===== src/rtl/gemm_pkg.sv =====
// Shared definitions for the GeMM result write-back path.
// Provides the tile geometry, the write-back buffer depth, the write-back
// FSM state encoding and a tile-entry record at the default widths.
// No ports: this file is a package.
package gemm_pkg;

  localparam int TileDim   = 4;
  localparam int TileElems = TileDim * TileDim;
  localparam int BufDepth  = 2;

  // Default widths of the accelerator; modules carrying their own width
  // parameters declare a matching entry record locally.
  localparam int DefAddrWidth = 16;
  localparam int DefAccWidth  = 32;

  typedef enum logic {
    WbIdle,
    WbWrite
  } wb_state_t;

  typedef struct packed {
    logic [DefAddrWidth-1:0]          m;
    logic [DefAddrWidth-1:0]          n;
    logic [TileElems*DefAccWidth-1:0] data;
  } tile_entry_t;

endpackage


===== src/rtl/gemm_tile_fifo.sv =====
// Two-entry FIFO holding complete output tiles for the write-back FSM.
// Ports:
//   clk, rst  clock and asynchronous active-high reset (control state only)
//   push      write wdata into the tail entry (caller guarantees !full)
//   pop       retire the head entry (caller guarantees !empty)
//   wdata     entry being pushed
//   head      current head entry; a pushed entry is never visible on head
//             in the same cycle it is written
//   full      both entries occupied
//   empty     no entry occupied
module gemm_tile_fifo
  import gemm_pkg::*;
#(
  parameter int Width = 8
) (
  input  logic             clk,
  input  logic             rst,
  input  logic             push,
  input  logic             pop,
  input  logic [Width-1:0] wdata,
  output logic [Width-1:0] head,
  output logic             full,
  output logic             empty
);

  logic [Width-1:0] mem [BufDepth];
  logic             wr_ptr;
  logic             rd_ptr;
  logic [1:0]       count;

  always_ff @(posedge clk or posedge rst) begin
    if (rst) begin
      wr_ptr <= 1'b0;
      rd_ptr <= 1'b0;
      count  <= 2'd0;
    end else begin
      if (push) wr_ptr <= ~wr_ptr;
      if (pop)  rd_ptr <= ~rd_ptr;
      count <= count + 2'(push) - 2'(pop);
    end
  end

  // Storage is plain data and needs no reset; occupancy is tracked above.
  always_ff @(posedge clk) begin
    if (push) mem[wr_ptr] <= wdata;
  end

  assign head  = mem[rd_ptr];
  assign full  = (count == 2'(BufDepth));
  assign empty = (count == 2'd0);

endmodule


===== src/rtl/gemm_result_writeback.sv =====
// Write-back stage behind the 4x4 GeMM datapath.
// Buffers up to two finished tiles and streams each one to the output SRAM
// as four row words (row-major addresses), with ready/valid on both sides.
// Ports:
//   clk_i, rst_i    clock, asynchronous active-high reset
//   N_size_i        N matrix size in elements (multiple of 4, stable while busy)
//   tile_valid_i    tile offered; tile_ready_o = buffer has a free entry
//   tile_m_i/n_i    tile coordinates in 4-element units
//   tile_data_i     16 accumulators, element [r][c] at (r*4+c)*AccWidth
//   sram_we_o       write request, held until sram_ready_i
//   sram_addr_o     word address ((m*4+row)*(N/4)+n) mod 2^AddrWidth
//   sram_wdata_o    one tile row, column c at c*AccWidth
//   idle_o          nothing buffered and no write pending
//   overflow_o      sticky: a tile was offered while the buffer was full
module gemm_result_writeback
  import gemm_pkg::*;
#(
  parameter int AddrWidth = 16,
  parameter int AccWidth  = 32
) (
  input  logic                          clk_i,
  input  logic                          rst_i,
  input  logic [AddrWidth-1:0]          N_size_i,
  input  logic                          tile_valid_i,
  output logic                          tile_ready_o,
  input  logic [AddrWidth-1:0]          tile_m_i,
  input  logic [AddrWidth-1:0]          tile_n_i,
  input  logic [TileElems*AccWidth-1:0] tile_data_i,
  output logic                          sram_we_o,
  input  logic                          sram_ready_i,
  output logic [AddrWidth-1:0]          sram_addr_o,
  output logic [TileDim*AccWidth-1:0]   sram_wdata_o,
  output logic                          idle_o,
  output logic                          overflow_o
);

  localparam int         RowW    = TileDim * AccWidth;
  localparam logic [1:0] LastRow = 2'(TileDim - 1);

  typedef struct packed {
    logic [AddrWidth-1:0]          m;
    logic [AddrWidth-1:0]          n;
    logic [TileElems*AccWidth-1:0] data;
  } entry_t;

  entry_t         push_entry;
  entry_t         head;
  logic           full;
  logic           empty;
  logic           push;
  logic           pop;
  wb_state_t      state_q;
  wb_state_t      state_d;
  logic [1:0]     row_q;
  logic [1:0]     row_d;
  logic           overflow_q;
  logic [AddrWidth-1:0] row_line;
  logic [AddrWidth-1:0] addr;

  // Ready depends only on buffer occupancy, never on sram_ready_i.
  assign tile_ready_o = !full;
  assign push         = tile_valid_i && !full;
  assign push_entry   = '{m: tile_m_i, n: tile_n_i, data: tile_data_i};

  gemm_tile_fifo #(
    .Width($bits(entry_t))
  ) u_fifo (
    .clk   (clk_i),
    .rst   (rst_i),
    .push  (push),
    .pop   (pop),
    .wdata (push_entry),
    .head  (head),
    .full  (full),
    .empty (empty)
  );

  always_ff @(posedge clk_i or posedge rst_i) begin
    if (rst_i) begin
      state_q    <= WbIdle;
      row_q      <= 2'd0;
      overflow_q <= 1'b0;
    end else begin
      state_q <= state_d;
      row_q   <= row_d;
      if (tile_valid_i && full) overflow_q <= 1'b1;
    end
  end

  // Idle also reacts to a push in flight so the first row goes out in the
  // cycle right after the accept edge. After the last row the FSM stays in
  // WbWrite when an entry remains: either a second buffered tile or one
  // being pushed on this same edge.
  always_comb begin
    state_d = state_q;
    row_d   = row_q;
    pop     = 1'b0;
    case (state_q)
      WbIdle: begin
        if (!empty || push) begin
          state_d = WbWrite;
          row_d   = 2'd0;
        end
      end
      WbWrite: begin
        if (sram_ready_i) begin
          if (row_q == LastRow) begin
            pop   = 1'b1;
            row_d = 2'd0;
            if (!full && !push) state_d = WbIdle;
          end else begin
            row_d = row_q + 2'd1;
          end
        end
      end
      default: state_d = WbIdle;
    endcase
  end

  // The address is defined modulo 2^AddrWidth; the low AddrWidth bits of a
  // double-width product equal those of the single-width product.
  assign row_line = {head.m[AddrWidth-3:0], 2'b00} + AddrWidth'(row_q);
  assign addr     = row_line * (N_size_i >> 2) + head.n;

  assign sram_we_o    = (state_q == WbWrite);
  assign sram_addr_o  = sram_we_o ? addr : '0;
  assign sram_wdata_o = sram_we_o ? head.data[row_q*RowW +: RowW] : '0;
  assign idle_o       = empty && (state_q == WbIdle);
  assign overflow_o   = overflow_q;

endmodule


===== config.mk =====
export PLATFORM = sky130hd
export DESIGN_NAME = gemm_result_writeback
export DESIGN_NICKNAME = d
export VERILOG_FILES = /design/src/rtl/gemm_pkg.sv /design/src/rtl/gemm_tile_fifo.sv /design/src/rtl/gemm_result_writeback.sv
export SDC_FILE = /design/constraint.sdc
export NUM_CORES = 1
export LEC_CHECK = 0
export ABC_AREA = 0
export BUFFER_PORTS_ARGS = -buffer_cell sky130_fd_sc_hd__buf_2
export CAP_MARGIN = 25
export CORE_ASPECT_RATIO = 0.9
export CORE_UTILIZATION = 45
export DETAILED_ROUTE_END_ITERATION = 12
export PLACE_DENSITY = 0.66
export SETUP_SLACK_MARGIN = 0.5
export SKIP_CTS_REPAIR_TIMING = 1
export SLEW_MARGIN = 10
export SYNTH_ARGS = -nofsm -noshare
export SYNTH_HDL_FRONTEND = slang
export SYNTH_SLANG_ARGS = --single-unit
export TNS_END_PERCENT = 100

===== constraint.sdc =====
create_clock -name clk_i -period 31.8 [get_ports clk_i]
set_input_delay 4.77 -clock clk_i [delete_from_list [all_inputs] [get_ports clk_i]]
set_output_delay 4.77 -clock clk_i [all_outputs]
set_load 0.005 [all_outputs]

## Yosys cells after proc, flatten, opt, wreduce, memory -nomap -nowiden

Memories as Yosys holds them, arrays and structs flattened.
Cells that the tools add are included.

| cells by class | value |
|---|---|
| add/subtract/negate cells | 5 |
| multipliers | 1 |
| equality and inequality tests | 4 |
| shift-type cells | 1 |
| muxes and demuxes | 16 |
| bitwise logic cells | 3 |
| reduce and logical (&&, ||, !) cells | 10 |

Operators with widths:

| operator | number |
|---|---|
| $shiftx 512x10->128 | 1 |
| $mux 128 | 1 |
| $add 16x16->16 | 1 |
| $add 16x2->16 | 1 |
| $mul 16x14->16 | 1 |
| $mux 16 | 1 |
| $mux 1 | 9 |
| $mux 2 | 3 |
| $eq 2x2->1 const B | 2 |
| $logic_and 1x1->1 | 4 |
| $ne 2x2->1 const B | 2 |
| $pmux 2 s2 | 1 |
| $logic_not 1->1 | 3 |
| $not 1->1 | 3 |
| $add 2x1->2 | 1 |
| $add 2x1->2 const B | 1 |
| $logic_not 2->1 | 1 |
| $pmux 1 s2 | 1 |
| $reduce_and 2->1 | 1 |
| $sub 2x1->2 | 1 |
| $logic_or 1x1->1 | 1 |

| word-level totals | value |
|---|---|
| bits in registers | 8 |
| bits in writable memories | 1,088 |
| logic and storage cells | 47 |
| memories kept | 1 |

Memory list:

| name | depth | width | read ports | clocked after Yosys merged registers in | write ports | RTL line | source |
|---|---|---|---|---|---|---|---|
| u_fifo.mem | 2 | 544 | 1 | 0 | 1 | gemm_tile_fifo.sv:26 | `logic [Width-1:0] mem [BufDepth];` |

## Logic depth before layout (Yosys ltp)

| depth | value |
|---|---|
| word-level depth | 9 |
| gate-level depth with buffers | 26 |
| depth with buffers taken out | 21 |

## Cells and area by module

A second synthesis with hierarchy kept.

| second synthesis, totals | value |
|---|---|
| cells, all modules | 2,516 |
| area total of the unflattened synthesis | 47,982.3 sq um |

By module, submodules not included:

| module | times used | cells each | area each (sq um) |
|---|---|---|---|
| gemm_tile_fifo | 1 | 1,709 | 39,634.3 |
| gemm_result_writeback | 1 | 807 | 8,348.0 |

## Worst setup path after synthesis

Ideal clock, no wire load.

| timing path | value |
|---|---|
| path kind | input-to-reg |
| start point | input tile_valid_i |
| end point | memory u_fifo.mem[0][0] (netlist name) (enable) |
| setup time | 1,460 ps |
| arrival | 27,272 ps |
| data required time | 30,340 ps |
| path slack | 3,068 ps |
| stages | 2 |
| cell sequence | nand2_1 -> nor2_1 |

| on the way | value |
|---|---|
| cells in the longest elaborated chain, start to end | 3 |

Ends and longest elaborated chain:

| what | RTL line | source |
|---|---|---|
| from (decl) | gemm_result_writeback.sv:24 | `input logic tile_valid_i,` |
| $logic_and 1x1->1 | gemm_result_writeback.sv:62 | `assign push = tile_valid_i && !full;` |
| $mux 1 | gemm_tile_fifo.sv:45 | `if (push) mem[wr_ptr] <= wdata;` |
| $mux 1 (not written as such) | gemm_tile_fifo.sv:45 |  |
| to (decl) | gemm_tile_fifo.sv:26 |  |

No other way between the ends.

## Worst setup path in the final report

| timing path | value |
|---|---|
| start point | input N_size_i[2] |
| end point | output sram_addr_o[15] |

| on the way | value |
|---|---|
| cells in the longest elaborated chain, start to end | 3 |

Ends and longest elaborated chain:

| what | RTL line | source |
|---|---|---|
| from (decl) | gemm_result_writeback.sv:23 | `input logic [AddrWidth-1:0] N_size_i,` |
| $mul 16x14->16 | gemm_result_writeback.sv:123 | `assign addr = row_line * (N_size_i >> 2) + head.n;` |
| $add 16x16->16 | gemm_result_writeback.sv:123 |  |
| $mux 16 | gemm_result_writeback.sv:126 | `assign sram_addr_o = sram_we_o ? addr : '0;` |
| to (decl) | gemm_result_writeback.sv:31 | `output logic [AddrWidth-1:0] sram_addr_o,` |

No other way between the ends.

==> metrics.csv <==
metric,value,unit
dpl hpwl,72000,um
Port Buf Inserts,707,
critical-path maximum fanout,16,
Post-Layout Cell Count,4492,
largest net degree at the start of global routing,160,
Vias,23700,
drc violations,0,
hold wc startpoint,overflow_o$_DFFE_PP0P_,
fraction of layout cells with a size suffix above 1,37.6,%
min Tclk post-route,14.83,ns
synthesized instance count,2272,
Final setup viols,0,
Critical Path AT,10.06,ns
"area leader, netlist",edfxtp_1,
Routed WL,106000,um
1st-iter DRT viols,1521,
GP Congestion,0.859,
dpl cells,4245,
CTS clock-pin slew for the worst setup and hold paths,0.06,ns
die height,305,um
DR WL met3,7720,um
vias in the first global route,25700,
unrepaired setup endpoints after global routing,false,
Met1 Wirelength,39300,um
CP Launch Type,input pin,
outcome,finished clean,
final period utilization,46.6,%
Syn. warnings,0,
die span in x,339,um
grt total ovfl,0,
Mapped Area,45900,um^2
fin nets,3719,
area grow syn2layout,18.7,%
syn_nets,2977,
Worst Setup SP,N_size_i[2],
Reg2Reg Depth,8,
Max clock buf depth,3,
uppermost layer routed,met5,
num ports,712,
top-area cell type share of the netlist area,70.9,%
Worst-Skew Late Latency,0.67,ns
die area,103000,um^2
DRT Pass-1 Iters,5,
actual slew at the worst max-slew pin,1.07,ns
post-route ant nets,0,
post-place setup slack,16.95,ns
accumulated negative setup slack,0,ns
global-route wire length before repair,158000,um
Crit. End Element,primary output,
clock root buffer,clkbuf_16,
Max Fclk,67.4,MHz
DR vias/cell,5.27,
worst relative slew slack,28.5,%
count of cell types in the netlist,42,
All-Layer GR Usage,20.5,%
"Req. time, crit path",27.03,ns
"Seq/Total Area, Yosys",71.4,%
drt wl/cell,23.7,um
metal2 WL,55100,um
clock skew,0.0168,ns
top_reg_cell synth,edfxtp_1,
worst r2r src,u_fifo.count[1]$_DFF_PP0_,
Hold Path Depth,1,
Synth Register Bits,1092,
Fill cells,7891,
H-tree depth,3,
Worst Hold Slack,0.484,ns
Max Slew Vio Count,0,
Worst Slack Setup Final,16.97,ns
main area contributors after synthesis,"edfxtp_1, mux4_2, fa_1, mux2i_1, nor2b_1",
initial antenna violation count,77,
clk sinks,1092,
CTS tree,done,
post-synthesis area per instance,20.2,um^2
core area,100000,um^2
Std-Cell Rows,110,
number of synthesized flops with an enable pin,1084,
initial core utilization,45.7,%
async set-reset flop share out of synthesis,0.733,%
HP Class,flop to flop,
CTS buffer count,107,
Max-Cap Viols,0,
worst setup path category,input pin to primary output,
Fin. Hold Viols,0,
## per-stage QoR
step	utilization [%]	instance area (um^2)
5_1_grt	54.2	54500
3_5_place_dp	50.7	50900
6_report	54.2	54500
3_3_place_gp	50.7	50900
4_1_cts	54.0	54300
2_1_floorplan	-	45900
## flip-flops by register name (all words and copies together), names as in the netlist
| register | count |
|---|---|
| overflow_o | 1 |
| row_q | 2 |
| sram_we_o | 1 |
| u_fifo.count | 2 |
| u_fifo.mem | 1084 |
| u_fifo.rd_ptr | 1 |
| u_fifo.wr_ptr | 1 |
## worst max-delay path: stages
cell and delay [ns]:
buf_2 0.23, and2b_1 0.24, fa_1 0.50, inv_1 0.06, fa_1 0.53, inv_1 0.05, fa_1 0.50, inv_1 0.06
fa_1 0.55, inv_1 0.05, fa_1 0.48, inv_1 0.05, fa_1 0.48, inv_1 0.04, ha_1 0.36, nand4_1 0.10
and2_1 0.20, a21oi_1 0.24, a31oi_1 0.13, xnor2_1 0.20, and2_1 0.14, buf_2 0.11
## metal layers
layer | up-vias | global-route usage (%)
met5 | - | 0
met4 | 54 | 9.41
met3 | 235 | 5.96
met2 | 737 | 35.0
met1 | 12300 | 24.0
li1 | 10400 | -
## synth_stat cells, drive strengths merged (9+ instances only)
| cell type | instances |
|---|---|
| mux2 | 20 |
| buf | 43 |
| and2 | 58 |
| inv | 144 |
| nor2b | 155 |
| mux4 | 256 |
| ha | 47 |
| edfxtp | 1084 |
| nand2 | 63 |
| fa | 94 |
| xor2 | 9 |
| clkbuf | 64 |
| mux2i | 141 |
| xnor2 | 26 |
## kinds of logic (layout without fill, tap and decap cells)
logic type	count (synthesis)	count (layout)	share of synthesized area (%)
flip-flops	1092	1092	71.4
adder cells (fa/ha/maj)	141	141	5.38
XOR/XNOR	36	36	0.733
AO/OA/AOI/OAI	26	26	0.357
multiplexers	417	417	16.1
AND/OR/NAND/NOR	309	309	3.86
other	0	48	0
buffers and inverters	251	1079	2.16
## cell type report
class                           count  area, um^2  share of cell area (%)
Tap cell                         1344        1680                    3.09
Sequential cell                  1092       32800                    60.1
Clock inverter                     59         492                   0.902
Antenna cell                       48         120                   0.220
Clock buffer                      136        2840                    5.21
Multi-Input combinational cell    929       12200                    22.3
Inverter                          144         541                   0.992
Timing Repair Buffer              740        3890                    7.14
## worst paths after layout
path | end | slack [ns]
max in group asynchronous | row_q[0]$_DFFE_PP0P_ | 27.51
hold / removal | overflow_o$_DFFE_PP0P_ | 0.48
hold reg to reg | overflow_o$_DFFE_PP0P_ | 0.48
setup / recovery | sram_addr_o[15] | 16.97
setup reg to reg | u_fifo.mem[1][315]$_DFFE_PP_ | 26.61
min in group asynchronous | sram_we_o$_DFF_PP0_ | 4.03
## cell usage in the layout, fill, tap and decap left out, types with 3 or more instances in the layout
| master | n |
|---|---|
| buf_2 | 707 |
| and3_1 | 3 |
| clkinv_2 | 17 |
| fa_1 | 94 |
| and2b_1 | 6 |
| a21o_1 | 4 |
| xor2_1 | 9 |
| xnor2_1 | 25 |
| clkbuf_1 | 26 |
| mux2_2 | 19 |
| ha_1 | 47 |
| buf_12 | 5 |
| dfrtp_4 | 4 |
| nand2b_1 | 8 |
| dfrtp_1 | 4 |
| mux4_2 | 256 |
| nand2_1 | 62 |
| nor2_1 | 5 |
| inv_1 | 144 |
| clkbuf_16 | 109 |
| edfxtp_1 | 1084 |
| mux2i_1 | 141 |
| o21ai_0 | 6 |
| and2_1 | 58 |
| clkinv_1 | 28 |
| diode_2 | 48 |
| nor2b_1 | 155 |
| a21oi_1 | 8 |
| bufinv_16 | 7 |
| buf_4 | 26 |
Power is not shown: default switching activity piles up to over one toggle a cycle in this logic, so the estimate is an artifact.
